--- src/rtl/bram_fifo_pkg.sv ---
// Shared constants and helpers for the BRAM-backed FIFO controller.
// Defining BRAM_FIFO_CTRL_PARITY_EN widens the BRAM word by one even-parity bit.
package bram_fifo_pkg;

  localparam int SKID_DEPTH = 2;
  localparam int PAR_MAX_W  = 256;

`ifdef BRAM_FIFO_CTRL_PARITY_EN
  localparam int PAR_BITS = 1;
`else
  localparam int PAR_BITS = 0;
`endif

  function automatic int fifo_depth(input int aw);
    return 1 << aw;
  endfunction

  // One extra bit distinguishes full from empty when the pointers wrap.
  function automatic int ptr_width(input int depth);
    return $clog2(depth) + 1;
  endfunction

  // XOR-reduce: the bit that makes the total count of ones even.
  function automatic logic parity_of(input logic [PAR_MAX_W-1:0] v);
    return ^v;
  endfunction

endpackage

--- src/rtl/bram_fifo_skid.sv ---
// Two-entry register FIFO holding words fetched from the BRAM; head_o is
// always the oldest entry.
module bram_fifo_skid
  import bram_fifo_pkg::*;
#(
  parameter int W = 36
) (
  input  logic         clk_i,
  input  logic         rst_i,
  input  logic         push_i,
  input  logic [W-1:0] data_i,
  input  logic         pop_i,
  output logic [W-1:0] head_o,
  output logic         valid_o,
  output logic [1:0]   count_o
);

  logic [W-1:0] e0_q, e0_d, e1_q, e1_d;
  logic [1:0]   cnt_q, cnt_d, slot;
  logic         do_push, do_pop;

  assign do_pop  = pop_i && (cnt_q != 2'd0);
  assign do_push = push_i && ((cnt_q != 2'(SKID_DEPTH)) || do_pop);
  assign slot    = do_pop ? cnt_q - 2'd1 : cnt_q;

  always_comb begin
    // NOTE: every output of this block gets a default first, so no path can
    // leave one unassigned and infer a latch.
    e0_d  = e0_q;
    e1_d  = e1_q;
    cnt_d = cnt_q;
    if (do_pop) begin
      e0_d = e1_q;
    end
    if (do_push) begin
      if (slot == 2'd0) e0_d = data_i;
      else              e1_d = data_i;
    end
    if (do_push && !do_pop)      cnt_d = cnt_q + 2'd1;
    else if (!do_push && do_pop) cnt_d = cnt_q - 2'd1;
  end

  // NOTE: the two storage words are reset (unlike the BRAM array) because the
  // head must read as zero while reset is held; they are only two registers.
  always_ff @(posedge clk_i or posedge rst_i) begin
    if (rst_i) begin
      e0_q  <= '0;
      e1_q  <= '0;
      cnt_q <= '0;
    end else begin
      // NOTE: non-blocking so every register samples pre-edge values.
      e0_q  <= e0_d;
      e1_q  <= e1_d;
      cnt_q <= cnt_d;
    end
  end

  assign head_o  = e0_q;
  assign valid_o = (cnt_q != 2'd0);
  assign count_o = cnt_q;

endmodule

--- src/rtl/bram_fifo_ctrl.sv ---
// Streaming FIFO controller over a dual-port BRAM (port A writes, port B reads)
// with a 2-entry skid. Optional parity: BRAM_FIFO_CTRL_PARITY_EN.
module bram_fifo_ctrl
  import bram_fifo_pkg::*;
#(
  parameter  int data_w = 36,
  parameter  int addr_w = 9,
  localparam int BRAM_W = data_w + PAR_BITS,
  localparam int CNT_W  = addr_w + 2
) (
  input  logic              CLK,
  input  logic              RST,
  input  logic              WR_VALID,
  output logic              WR_READY,
  input  logic [data_w-1:0] WR_DATA,
  output logic              RD_VALID,
  input  logic              RD_READY,
  output logic [data_w-1:0] RD_DATA,
  output logic [CNT_W-1:0]  COUNT,
  output logic              BRAM_ENA,
  output logic              BRAM_WEA,
  output logic [addr_w-1:0] BRAM_ADDRA,
  output logic [BRAM_W-1:0] BRAM_DIA,
  output logic              BRAM_ENB,
  output logic              BRAM_WEB,
  output logic              BRAM_SSRB,
  output logic [addr_w-1:0] BRAM_ADDRB,
  input  logic [BRAM_W-1:0] BRAM_DOB
`ifdef BRAM_FIFO_CTRL_PARITY_EN
  ,
  output logic              RD_PERR
`endif
);

  localparam int DEPTH = fifo_depth(addr_w);
  localparam int PTR_W = ptr_width(DEPTH);

  logic [PTR_W-1:0]  wr_ptr_q, wr_ptr_d, rd_ptr_q, rd_ptr_d, mem_cnt_q, mem_cnt_d;
  logic              inflight_q, rst_done_q;
  logic              push, pop, fetch;
  logic [2:0]        occ;
  logic [1:0]        skid_cnt;
  logic              skid_valid;
  logic [BRAM_W-1:0] skid_din, skid_head;

  assign WR_READY = rst_done_q && (mem_cnt_q != PTR_W'(DEPTH));
  assign push     = WR_VALID && WR_READY;
  assign pop      = skid_valid && RD_READY;

  // Fetch only if the word will find a free skid slot when it lands next cycle.
  // mem_cnt_q is the registered count, so a word is never read in its write cycle.
  assign occ   = {1'b0, skid_cnt} + {2'b00, inflight_q};
  assign fetch = (mem_cnt_q != '0) && (occ < (3'd2 + {2'b00, pop}));

  always_comb begin
    wr_ptr_d  = wr_ptr_q;
    rd_ptr_d  = rd_ptr_q;
    mem_cnt_d = mem_cnt_q;
    if (push)  wr_ptr_d = wr_ptr_q + PTR_W'(1);
    if (fetch) rd_ptr_d = rd_ptr_q + PTR_W'(1);
    if (push && !fetch)      mem_cnt_d = mem_cnt_q + PTR_W'(1);
    else if (!push && fetch) mem_cnt_d = mem_cnt_q - PTR_W'(1);
  end

  always_ff @(posedge CLK or posedge RST) begin
    if (RST) begin
      wr_ptr_q   <= '0;
      rd_ptr_q   <= '0;
      mem_cnt_q  <= '0;
      inflight_q <= 1'b0;
      rst_done_q <= 1'b0;
    end else begin
      wr_ptr_q   <= wr_ptr_d;
      rd_ptr_q   <= rd_ptr_d;
      mem_cnt_q  <= mem_cnt_d;
      inflight_q <= fetch;
      rst_done_q <= 1'b1;
    end
  end

  assign BRAM_ENA   = push;
  assign BRAM_WEA   = push;
  assign BRAM_ADDRA = wr_ptr_q[addr_w-1:0];
  assign BRAM_ENB   = 1'b0;
  assign BRAM_WEB   = 1'b0;
  assign BRAM_SSRB  = RST;
  // DOB is re-registered every edge, so the read address must always be rd_ptr.
  assign BRAM_ADDRB = rd_ptr_q[addr_w-1:0];

`ifdef BRAM_FIFO_CTRL_PARITY_EN
  // The skid stores the parity-check result in place of the parity bit.
  assign BRAM_DIA = {parity_of(PAR_MAX_W'(WR_DATA)), WR_DATA};
  assign skid_din = {parity_of(PAR_MAX_W'(BRAM_DOB)), BRAM_DOB[data_w-1:0]};
  assign RD_PERR  = skid_valid && skid_head[data_w];
`else
  assign BRAM_DIA = WR_DATA;
  assign skid_din = BRAM_DOB;
`endif

  bram_fifo_skid #(
    .W(BRAM_W)
  ) u_skid (
    .clk_i  (CLK),
    .rst_i  (RST),
    .push_i (inflight_q),
    .data_i (skid_din),
    .pop_i  (pop),
    .head_o (skid_head),
    .valid_o(skid_valid),
    .count_o(skid_cnt)
  );

  assign RD_VALID = skid_valid;
  assign RD_DATA  = skid_head[data_w-1:0];
  assign COUNT    = CNT_W'(mem_cnt_q) + CNT_W'(inflight_q) + CNT_W'(skid_cnt);

endmodule

--- config.mk ---
export PLATFORM = sky130hd
export DESIGN_NAME = bram_fifo_ctrl
export DESIGN_NICKNAME = d
export VERILOG_FILES = /design/src/rtl/bram_fifo_pkg.sv /design/src/rtl/bram_fifo_skid.sv /design/src/rtl/bram_fifo_ctrl.sv
export SDC_FILE = /design/constraint.sdc
export NUM_CORES = 1
export LEC_CHECK = 0
export CORE_MARGIN = 10
export CORE_UTILIZATION = 41
export DETAILED_ROUTE_END_ITERATION = 10
export PLACE_DENSITY = 0.84
export SETUP_SLACK_MARGIN = 0.4
export SYNTH_ARGS = -nofsm -noshare
export SYNTH_HDL_FRONTEND = slang
export SYNTH_SLANG_ARGS = --single-unit
export TNS_END_PERCENT = 20
--- constraint.sdc ---
create_clock -name CLK -period 3.4 [get_ports CLK]
set_clock_uncertainty 0.1 [all_clocks]
set_input_delay 0.68 -clock CLK [delete_from_list [all_inputs] [get_ports CLK]]
set_output_delay 0.68 -clock CLK [all_outputs]
set_load 0.01 [all_outputs]
==> results_dict.tcl, run 1 <==
set metrics [dict create \
    fp.dieH_um 134 \
    startpoint_type "flop" \
    drt_iter0_drc 238 \
    die_w_um 134 \
    synth_top_family_by_area "multiplexers" \
    clock_sinks 104 \
    end_kind "output port" \
    dr.pass1.iters 6 \
    grt_usage_pct 14.4 \
    post-dp-hpwl_um 8950 \
    synth_top_area_share_pct 49.1 \
    clk_pin_slew_ps 60 \
    syn_area_per_cell_sq_um 11.2 \
    fin_ws_ps 293 \
    p_leak_nw 3.00 \
    period_share_pct 91.4 \
    powerDensity_mw_per_mm2 1140 \
    yosys_warnings 0 \
    synth_cell_types 48 \
    power_mw 8.00 \
    grt_overflow 0 \
    core_sq_mm 0.0126 \
    synthCells 471 \
    wl_um 13000 \
    mostFrequentLayoutCells "dfrtp_1 (102), clkdlybuf4s50_1 (101), nand2_1 (53), o21ai_0 (39), mux2i_1 (38)" \
    dp_slack_ps -328 \
    postSynth.asyncResetShare_pct 100 \
    vias 3753 \
    r2r-start "u_skid.count_o[0]" \
    antennaDiodeCount 0 \
    worstReg2RegEnd "mem_cnt_q[9]" \
    final-hold-violation-count 0 \
    synthAdderAreaFrac_pct 5.15 \
    tightest_slew_ps 546 \
    synthSimpleGateAreaFrac_pct 8.86 \
    dpl.cell_count 719 \
    relSlewSlack_pct 63.6 \
    crit_end "COUNT[9]" \
    cts_max_path_buffers 2 \
    synthFlopType "dfrtp_1" \
    final_area_sq_mm 0.00701 \
    seq_area_frac_synth_pct 49.1 \
    nNetsFinal 667 \
    status "finished, final reports clean" \
    cts_tree "yes" \
    cts_root_buffer "clkbuf_16" \
    yosys-mux-area-fraction_pct 15.3 \
    grt_max_degree 105 \
    postRouteAntennaNets 0 \
    reg2reg_depth 14 \
    stdcell_count 747 \
    grt_pass1_vias 4088 \
    critical_path_arrival_ps 2330 \
    min_period_ps 3110 \
    antenna_found_initial 0 \
    grt_pass1_wl_um 21000 \
    insertion_delay_ps 340 \
    numPortBuffers 109 \
    slew_viol_final 0 \
    crit_fanout 3 \
    cts_buffers 9 \
    avgViaCountPerCell 5.02 \
    startpoint "u_skid.count_o[0]" \
    worstSetupPathType "reg2out" \
    ys_seq_elements 104 \
    die_area_sq_mm 0.0179 \
    syn_to_final_growth_pct 32.3 \
    rrSetupSlack_ps 400 \
    htree_levels 3 \
    ir_drop_v 0.000513 \
    setup_viol 0 \
    max_freq_mhz 322 \
    wl_per_cell_um 17.4 \
    synth_area_sq_mm 0.00530 \
    synth_xor_area_share_pct 5.46 \
    synth-edff-count 0 \
    placementRows 41 \
    hold_class "reg2reg" \
    yosysTopAreaCell "dfrtp_1" \
    synth_area_leaders "dfrtp_1 (49%), mux2_2 (7.7%), mux2i_1 (7.2%)" \
    gp_congestion 0.929 \
    dpl_cell_area_sq_mm 0.00644 \
    ioPinCount 184 \
    drc 0 \
    drive_above_1_share_pct 23.1 \
    cap_viol_max_count 0 \
    synth_compound_area_share_pct 7.37 \
    start_util_pct 42.0 \
    required_ps 2620 \
    rsz0062_at_grt "yes" \
    final_common_cell "dfrtp_1" \
    setup_tns_ps 0 \
]
==> logic make-up after synthesis <==
family	Yosys count
AND/OR/NAND/NOR	96
multiplexers	76
XOR/XNOR	33
flip-flops	104
other	2
buffers and inverters	72
AO/OA/AOI/OAI	68
adder cells (fa/ha/maj)	20
==> per-stage QoR <==
step | util (%) | hold WS [ps]
detailed placement | 51.1 | 374
CTS | 53.8 | 389
finish | 55.5 | 388
global route | 55.5 | 400
floorplan | - | 364
global placement | 51.1 | 364
==> metal layers <==
metal / global-route usage, % / wire (um)
met4: 6.83 / 347
met2: 25.0 / 6670
met3: 3.23 / 610
met1: 16.4 / 5400
met5: 0 / 0
==> cell type report <==
type	count	area, sq um
Fill cell	1060	5610
Sequential cell	104	2610
Multi-Input combinational cell	296	2410
Timing Repair Buffer	146	1410
Clock buffer	10	229
Tap cell	172	215
Clock inverter	5	81.3
Inverter	14	63.8
==> registers in the layout, indices dropped and copies added, names as in the netlist <==
signal,count
inflight_q,1
mem_cnt_q,10
rd_ptr_q,9
rst_done_q,1
u_skid.count_o,2
u_skid.e1_q,36
u_skid.head_o,36
wr_ptr_q,9
==> worst min-delay path by stage <==
stage / cells after the start / endpoint / from
2_1_floorplan: 1 / u_skid.e1_q[26] / u_skid.e1_q[26]
3_3_place_gp: 1 / wr_ptr_q[8] / wr_ptr_q[8]
3_5_place_dp: 1 / wr_ptr_q[8] / wr_ptr_q[8]
4_1_cts: 1 / rd_ptr_q[8] / rd_ptr_q[8]
5_1_grt: 1 / rd_ptr_q[8] / rd_ptr_q[8]
6_report: 1 / rd_ptr_q[8] / rd_ptr_q[8]
==> power by group <==
group | switching (mW) | internal [mW]
Combinational | 2.14 | 2.43
Sequential | 0.461 | 1.88
Clock | 0.445 | 0.643
==> Yosys cell counts (4+ instances only) <==
library cell	n
and3_1	6
ha_1	17
mux2i_1	38
nor2_1	6
o21ai_0	44
inv_1	14
nand3_1	8
mux2_2	36
a21oi_1	6
nand2_1	53
buf_4	44
buf_2	8
clkbuf_1	4
xnor2_1	23
dfrtp_1	104
xor2_1	10
o21ai_1	4
nand4_1	5
==> worst max-delay path, cell delays in order (launching register included) <==
cell and delay [ps]:
dfrtp_1 390, inv_1 110, fa_2 350, inv_2 80, a21o_1 120, and4_1 260
nand3_1 150, xnor2_1 220, dlygate4sd2_1 300
==> what timing repair did <==
item	in CTS	in global routing
gates resized for setup	22	42
pin swaps	2	22
hold buffers	0	0
cloned	0	0
buffers inserted	2	11
setup endpoints to repair	16	18
(Power assumes the default switching activity.)
==> run 2, diff against run 1 <==
--- a/config.mk
+++ b/config.mk
@@ -6,8 +6,11 @@
 export NUM_CORES = 1
 export LEC_CHECK = 0
+export CELL_PAD_IN_SITES_DETAIL_PLACEMENT = 0
+export CELL_PAD_IN_SITES_GLOBAL_PLACEMENT = 2
 export CORE_MARGIN = 10
-export CORE_UTILIZATION = 41
+export CORE_UTILIZATION = 25
+export CTS_CLUSTER_DIAMETER = 40
 export DETAILED_ROUTE_END_ITERATION = 10
-export PLACE_DENSITY = 0.84
+export PLACE_DENSITY = 0.83
 export SETUP_SLACK_MARGIN = 0.4
 export SYNTH_ARGS = -nofsm -noshare
==> constraint.sdc (replaced) <==
create_clock -name CLK -period 3.4 [get_ports CLK]
set_clock_uncertainty 0.1 [all_clocks]
set_input_delay 0.85 -clock CLK [delete_from_list [all_inputs] [get_ports CLK]]
set_output_delay 0.85 -clock CLK [all_outputs]
set_load 0.01 [all_outputs]
==> run 2 against run 1 <==
- sequential share of layout area down 1.3 points
- critical path type is now in2out
- setup slack got worse by 74 ps
- clock power decreased by 6%
- non-clock buffer count increased by 8
- final cell count grew 15%
- die area grew 53%
==> results_dict.tcl, run 2 (synthesis results as in run 1) <==
set metrics [dict create \
    clock_sinks 104 \
    tightest_slew_ps 541 \
    drive_above_1_share_pct 25.2 \
    grt_max_degree 73 \
    mostFrequentLayoutCells "dfrtp_1 (104), clkdlybuf4s50_1 (98), nand2_1 (53), o21ai_0 (40)" \
    slowest_stage "clkdlybuf4s50_1" \
    powerDensity_mw_per_mm2 1090 \
    wl_per_cell_um 15.6 \
    worstPathCellList "clkdlybuf4s50_1, and2_4, buf_4, clkdlybuf4s50_1" \
    cts_root_buffer "clkbuf_16" \
    wl_met1_um 5580 \
    relSlewSlack_pct 63.9 \
    startpoint_type "input pin" \
    numPortBuffers 109 \
    insertion_delay_ps 350 \
    period_share_pct 93.6 \
    end_kind "output port" \
    avgViaCountPerCell 4.40 \
    combPwrFrac_pct 58.2 \
    ir_drop_v 0.000450 \
    p_sw_mw 3.05 \
    cts_tree "yes" \
    critical_path_arrival_ps 2230 \
    hold_class "reg2reg" \
    clk_pin_slew_ps 70 \
    fin_util_pct 34.6 \
    drc 0 \
    seqPwrFrac_pct 28.9 \
    slew_viol_final 0 \
    syn_to_final_growth_pct 37.0 \
    crit_fanout 5 \
    holdBufCountCts 0 \
    final_common_cell "dfrtp_1" \
    gp_congestion 0.879 \
    sw_frac_of_total_pct 38.5 \
    dr.pass1.iters 4 \
    grt_pass1_wl_um 21300 \
    ioPinCount 184 \
    cts_buffers 9 \
    wl_um 13400 \
    drt_iter0_drc 149 \
    nNetsFinal 675 \
    start_util_pct 25.3 \
    crit_top_cell "clkdlybuf4s50_1" \
    core_sq_mm 0.0210 \
    htree_levels 3 \
    cts_max_path_buffers 2 \
    dr_wl_met2_um 6500 \
    rsz0062_at_grt "yes" \
    die_w_um 166 \
    highest_layer "met4" \
    post-dp-hpwl_um 9570 \
    required_ps 2450 \
    vias 3778 \
    route.met3.wl_um 1010 \
    die_area_sq_mm 0.0274 \
    status "finished, final reports clean" \
    final-hold-violation-count 0 \
    worstSetupPathType "in2out" \
    p_int_mw 4.86 \
    setup_viol 0 \
    min_period_ps 3180 \
    placementRows 53 \
    antenna_found_initial 0 \
    slowest_delay_ps 540 \
    power_mw 7.91 \
    grt_overflow 0 \
    fp.dieH_um 166 \
    postRouteAntennaNets 0 \
    p_leak_nw 3.06 \
    cap_viol_max_count 0 \
    hold_ws_ps 377 \
    grt_pass1_vias 4100 \
    p_clk_share_pct 12.9 \
    grt_usage_pct 9.71 \
    max_freq_mhz 314 \
    antennaDiodeCount 0 \
]
## run 2: power by group through the flow
stage	sequential, mW	clock [mW]	combinational (mW)
6_report	2.28	1.02	4.60
5_1_grt	2.36	1.11	5.08
4_1_cts	2.28	1.07	4.46
3_5_place_dp	2.29	0	4.32
3_3_place_gp	2.25	0	4.20
2_1_floorplan	2.39	0	2.35
## run 2: what timing repair did
| item | 4_1_cts | 5_1_grt |
|---|---|---|
| hold endpoints to repair | 0 | 0 |
| gates resized for setup | 54 | 26 |
| pin swaps | 10 | 14 |
| setup buffers | 4 | 1 |
| setup endpoints to repair | 19 | 19 |
| cloned | 0 | 0 |
## run 2: through the flow
| stage | std cells | cell area (sq um) | setup WS [ps] | setup TNS [ps] |
|---|---|---|---|---|
| 5_1_grt | 859 | 7250 | 178 | 0 |
| 2_1_floorplan | 472 | 5300 | -152 | -152 |
| 6_report | 859 | 7250 | 219 | 0 |
| 3_3_place_gp | 838 | 6700 | -425 | -1780 |
| 3_5_place_dp | 838 | 6700 | -470 | -2120 |
| 4_1_cts | 858 | 7120 | 214 | 0 |
## run 2: cell type report
class                           count  area (sq um)
Inverter                           14          63.8
Tap cell                          275           344
Clock inverter                      7          66.3
Timing Repair Buffer              154          1480
Fill cell                        2098         13700
Sequential cell                   104          2600
Multi-Input combinational cell    296          2470
Clock buffer                        9           225
## run 2: worst max-delay path, delay by kind of cell
family | cells | cell delay (ps)
simple gates | 1 | 190
buf+inv | 3 | 1190
## run 2: worst paths after layout
path                              startpoint                 to  slack, ps  depth (start not counted)
max in group asynchronous                RST        wr_ptr_q[2]       1780                          3
max                                 WR_VALID           BRAM_WEA        220                          4
min in group asynchronous                RST  u_skid.head_o[32]        830                          2
min reg2reg                      rd_ptr_q[8]        rd_ptr_q[8]        380                          1
min                              rd_ptr_q[8]        rd_ptr_q[8]        380                          1
max reg2reg                u_skid.count_o[0]       mem_cnt_q[9]        400                         14
## run 2: metal layers
layer	up-vias	GRT usage, %
li1	1795	-
met2	96	15.8
met3	31	3.35
met1	1856	11.5
met5	-	0
met4	0	3.95
==> run 3, diff against run 2 <==
Settings changed: CORE_ASPECT_RATIO set to 1.1, CTS_BUF_LIST set to sky130_fd_sc_hd__clkbuf_16, GPL_ROUTABILITY_DRIVEN set to 0.
==> run 3 against run 2 <==
- power hardly changed
- critical path type is now reg2out
- fmax is 0.70% higher
- design area fell by 1.3%
- clock power hardly changed
- non-clock buffer count down 1
==> results_dict.tcl, run 3 (synthesis results as in run 1) <==
set metrics [dict create \
    status "finished, final reports clean" \
    nNetsFinal 675 \
    r2r-start "inflight_q" \
    min_period_ps 3160 \
    p_clk_share_pct 13.2 \
    grt_max_degree 69 \
    htree_levels 3 \
    combPwrFrac_pct 58.0 \
    drive_above_1_share_pct 22.8 \
    placementRows 55 \
    grt_pass1_vias 4049 \
    die_w_um 159 \
    stdcell_count 869 \
    dp_slack_ps -606 \
    syn_to_final_growth_pct 35.1 \
    final-hold-violation-count 0 \
    vias 3743 \
    end_kind "output port" \
    tightest_slew_ps 512 \
    required_ps 2450 \
    ioPinCount 184 \
    die_area_sq_mm 0.0274 \
    avgViaCountPerCell 4.31 \
    wl_per_cell_um 15.3 \
    postRouteAntennaNets 0 \
    critical_path_arrival_ps 2210 \
    drc 0 \
    reg2reg_depth 14 \
    drt_iter0_drc 130 \
    max_freq_mhz 317 \
    rsz0062_at_grt "yes" \
    worstReg2RegEnd "mem_cnt_q[9]" \
    worstSetupPathType "reg2out" \
    final_area_sq_mm 0.00716 \
    core_sq_mm 0.0207 \
    post-dp-hpwl_um 9710 \
    slew_viol_final 0 \
    crit_fanout 2 \
    numPortBuffers 109 \
    relSlewSlack_pct 65.9 \
    hold_class "reg2reg" \
    cts_root_buffer "clkbuf_16" \
    fin_ws_ps 241 \
    start_util_pct 25.6 \
    p_int_mw 4.90 \
    antenna_found_initial 0 \
    grt_usage_pct 9.61 \
    hold-path-cell-count 1 \
    cts_tree "yes" \
    period_share_pct 92.9 \
    sw_frac_of_total_pct 38.0 \
    hold_ws_ps 375 \
    final_common_cell "dfrtp_1" \
    p_leak_nw 3.03 \
    mostFrequentLayoutCells "dfrtp_1 (104), clkdlybuf4s50_1 (99), nand2_1 (53), o21ai_0 (41), buf_4 (39)" \
    dpl.cell_count 849 \
    setup_viol 0 \
    clk_pin_slew_ps 70 \
    grt_pass1_wl_um 21600 \
    cts_max_path_buffers 2 \
    rrSetupSlack_ps 310 \
    fp.dieH_um 173 \
    min_from "rd_ptr_q[8]" \
    cap_viol_max_count 0 \
    grt_overflow 0 \
    startpoint_type "flop" \
    fill_cells 2059 \
    clock_sinks 104 \
    seqPwrFrac_pct 28.8 \
    power_mw 7.90 \
    insertion_delay_ps 350 \
    antennaDiodeCount 0 \
    wl_um 13300 \
    powerDensity_mw_per_mm2 1100 \
    dr.pass1.iters 4 \
    whs_endpoint "rd_ptr_q[8]" \
    p_sw_mw 3.00 \
    ir_drop_v 0.000818 \
    cts_buffers 9 \
    dpl_cell_area_sq_mm 0.00672 \
]
[run 3: cell count changes in the layout (fill, tap and decap cells not counted), moves of 3 or more]
cell,change
inv_1,+3
ha_4,-6
ha_1,+5
inv_2,-3
[run 3: how the worst max path moves through the flow]
stage / startpoint / endpoint / slack (ps) / cells after the start
after global routing: mem_cnt_q[0] / COUNT[7] / 140 / 8
after global placement: RD_READY / mem_cnt_q[9] / -550 / 14
final: mem_cnt_q[0] / COUNT[2] / 240 / 6
after detailed placement: RD_READY / mem_cnt_q[9] / -610 / 14
after CTS: WR_VALID / BRAM_WEA / 220 / 4
after floorplan: RD_READY / mem_cnt_q[9] / -150 / 14
[run 3: what timing repair did]
item / 4_1_cts / 5_1_grt
hold buffers: 0 / 0
pin swaps: 4 / 6
setup buffers: 2 / 1
gates cloned: 1 / 0
resized for setup: 44 / 13
setup endpoints to repair: 19 / 18
[run 3: critical path: stages (launching register included)]
cell	delay, ps
dfrtp_1	370
inv_2	60
fa_2	390
inv_2	90
fa_2	220
xor2_1	160
clkdlybuf4s50_1	580
[run 3: per-stage QoR]
step	util [%]	setup TNS, ps
after floorplan	-	-152
after global placement	32.5	-2240
after detailed placement	32.5	-2650
after CTS	34.2	0
after global routing	34.6	0
final	34.6	0
[run 3: metal layers]
metal | vias to the layer above | global-route usage, % | routed length, um
li1 | 1782 | - | -
met1 | 1845 | 11.5 | 5950
met2 | 99 | 15.6 | 6350
met3 | 17 | 3.33 | 849
met4 | 0 | 3.32 | 187
met5 | - | 0 | 0
[run 3: cell type report]
cell class	count	area [sq um]	area share (%)
sequential	104	2600	36.4
timing repair inverter	1	7.51	0.105
clock inverter	7	70.1	0.979
clock buffer	9	225	3.15
inverter	14	58.8	0.822
timing repair buffer	153	1460	20.5
multi-input combinational	296	2370	33.1
tap	285	357	4.98
[run 3: power groups by stage]
stage	Clock [mW]	Combinational, mW	Sequential [mW]
finish	1.04	4.59	2.28
global route	1.14	5.06	2.36
CTS	1.09	4.56	2.27
detailed placement	0	4.42	2.29
global placement	0	4.29	2.25
floorplan	0	2.35	2.39
==> variant, RTL diff (settings of run 1) <==
Take the reset off `e0_q` and `e1_q` and load them in a clocked block of their own.
--- a/src/rtl/bram_fifo_skid.sv
+++ b/src/rtl/bram_fifo_skid.sv
@@ -44,15 +44,16 @@
   // head must read as zero while reset is held; they are only two registers.
   always_ff @(posedge clk_i or posedge rst_i) begin
     if (rst_i) begin
-      e0_q  <= '0;
-      e1_q  <= '0;
       cnt_q <= '0;
     end else begin
       // NOTE: non-blocking so every register samples pre-edge values.
-      e0_q  <= e0_d;
-      e1_q  <= e1_d;
       cnt_q <= cnt_d;
     end
+  end
+
+  always_ff @(posedge clk_i) begin
+    e0_q <= e0_d;
+    e1_q <= e1_d;
   end
 
   assign head_o  = e0_q;
Formal check against the unedited RTL: differs if RST is asserted again (counterexample within 10 cycles, from zero or initial values and one cycle with RST high); with RST held inactive, the same outputs for 10 cycles.
==> variant against run 1 <==
  * Register-to-register slack got worse by 0.27 ns
  * Area after synthesis down 9.4%
  * Wire length shrank 5.6%
  * First-iteration DRC count grew 51%
  * Fmax down 4.9%
  * Sequential cell count did not move
  * Final cell count down 3.1%
  * Total power down 5.1%
  * Sequential power hardly changed
  * Setup slack lost 0.16 ns
  * Non-clock buffer count rose by 4
  * Final area decreased by 6.8%
  * Highest routed layer unchanged
==> variant: results (changes against run 1) <==
- CP top delay family: compound AO/OA/AOI/OAI gates (was buffers and inverters)
- First-pass GRT wire length: 19700 um (was 21000 um)
- DP HPWL: 8740 um (was 8950 um)
- Adder-cell area share of the yosys netlist: 5.69% (was 5.15%)
- Rel. slew slack: 55.1% (was 63.6%)
- Met3 WL post-DR: 1060 um (was 610 um)
- PostCTS Resize Cnt: 18 (was 22)
- Layout cell share with drive strength beyond 1: 17.0% (was 23.1%)
- Arr. time, crit path: 3.41 ns (was 2.33 ns)
- Largest net degree at the start of global routing: 73 (was 105)
- Synth Instances: 472 (was 471)
- Status: complete, no violations (unchanged)
- Routed WL per cell: 17.0 um (was 17.4 um)
- Number of global-route vias before repair: 3853 (was 4088)
- Seq/Total Area, Yosys: 54.3% (was 49.1%)
- Inst Count DP: 700 (was 719)
- Synth Flop Type: edfxtp_1 (was dfrtp_1)
- Fin Hold WS: 0.369 ns (was 0.388 ns)
- CP peak stage delay: 0.42 ns (was 0.39 ns)
- #MultiIn Comb: 291 (was 296)
- Inverter count: 20 (was 14)
- Multi-input gate share of total cell area: 29.8% (was 34.4%)
- Xor-xnor portion of the synthesized cell area: 5.84% (was 5.46%)
- Distinct cells, synth: 40 (was 48)
- Critical path fanouts, max: 5 (was 3)
- Met1 Usage GRT: 17.3% (was 16.4%)
- FFs & Latches: 104 (unchanged)
- First-pass detailed-route iteration total: 4 (was 6)
- Clk_lat worst skew: 0.36 ns (was 0.34 ns)
- Final non-filler cell total: 724 (was 747)
- Hold Crit Start: wr_ptr_q[8] (was rd_ptr_q[8])
- Setup Fix Bufs, Post-CTS: 4 (was 2)
- DR WL met2: 5790 um (was 6670 um)
[variant: cell types whose count changed after synthesis, moves of 35 or more]
cell      change
o21ai_0      -40
dfrtp_1      -72
nand2_1      +35
a31oi_1      +36
nor2_1       +36
mux2_2       -35
mux2i_1      -37
edfxtp_1     +36
dfxtp_1      +36
[variant: metrics by stage]
stage / worst slack [ns] / TNS [ns] / instance area (sq um)
CTS: 0.140 / 0 / 6410
finish: 0.132 / 0 / 6530
global placement: -0.240 / -0.653 / 6050
global route: 0.00988 / 0 / 6530
detailed placement: -0.338 / -1.05 / 6050
floorplan: 0.0644 / 0 / 4900
[variant: how the worst max path moves through the flow]
stage	to	slack [ns]	cells past startpoint
after floorplan	mem_cnt_q[9]	0.06	15
after global placement	mem_cnt_q[9]	-0.24	15
after detailed placement	mem_cnt_q[9]	-0.34	15
after CTS	mem_cnt_q[9]	0.14	16
after global routing	mem_cnt_q[9]	0.01	16
final	mem_cnt_q[9]	0.13	14
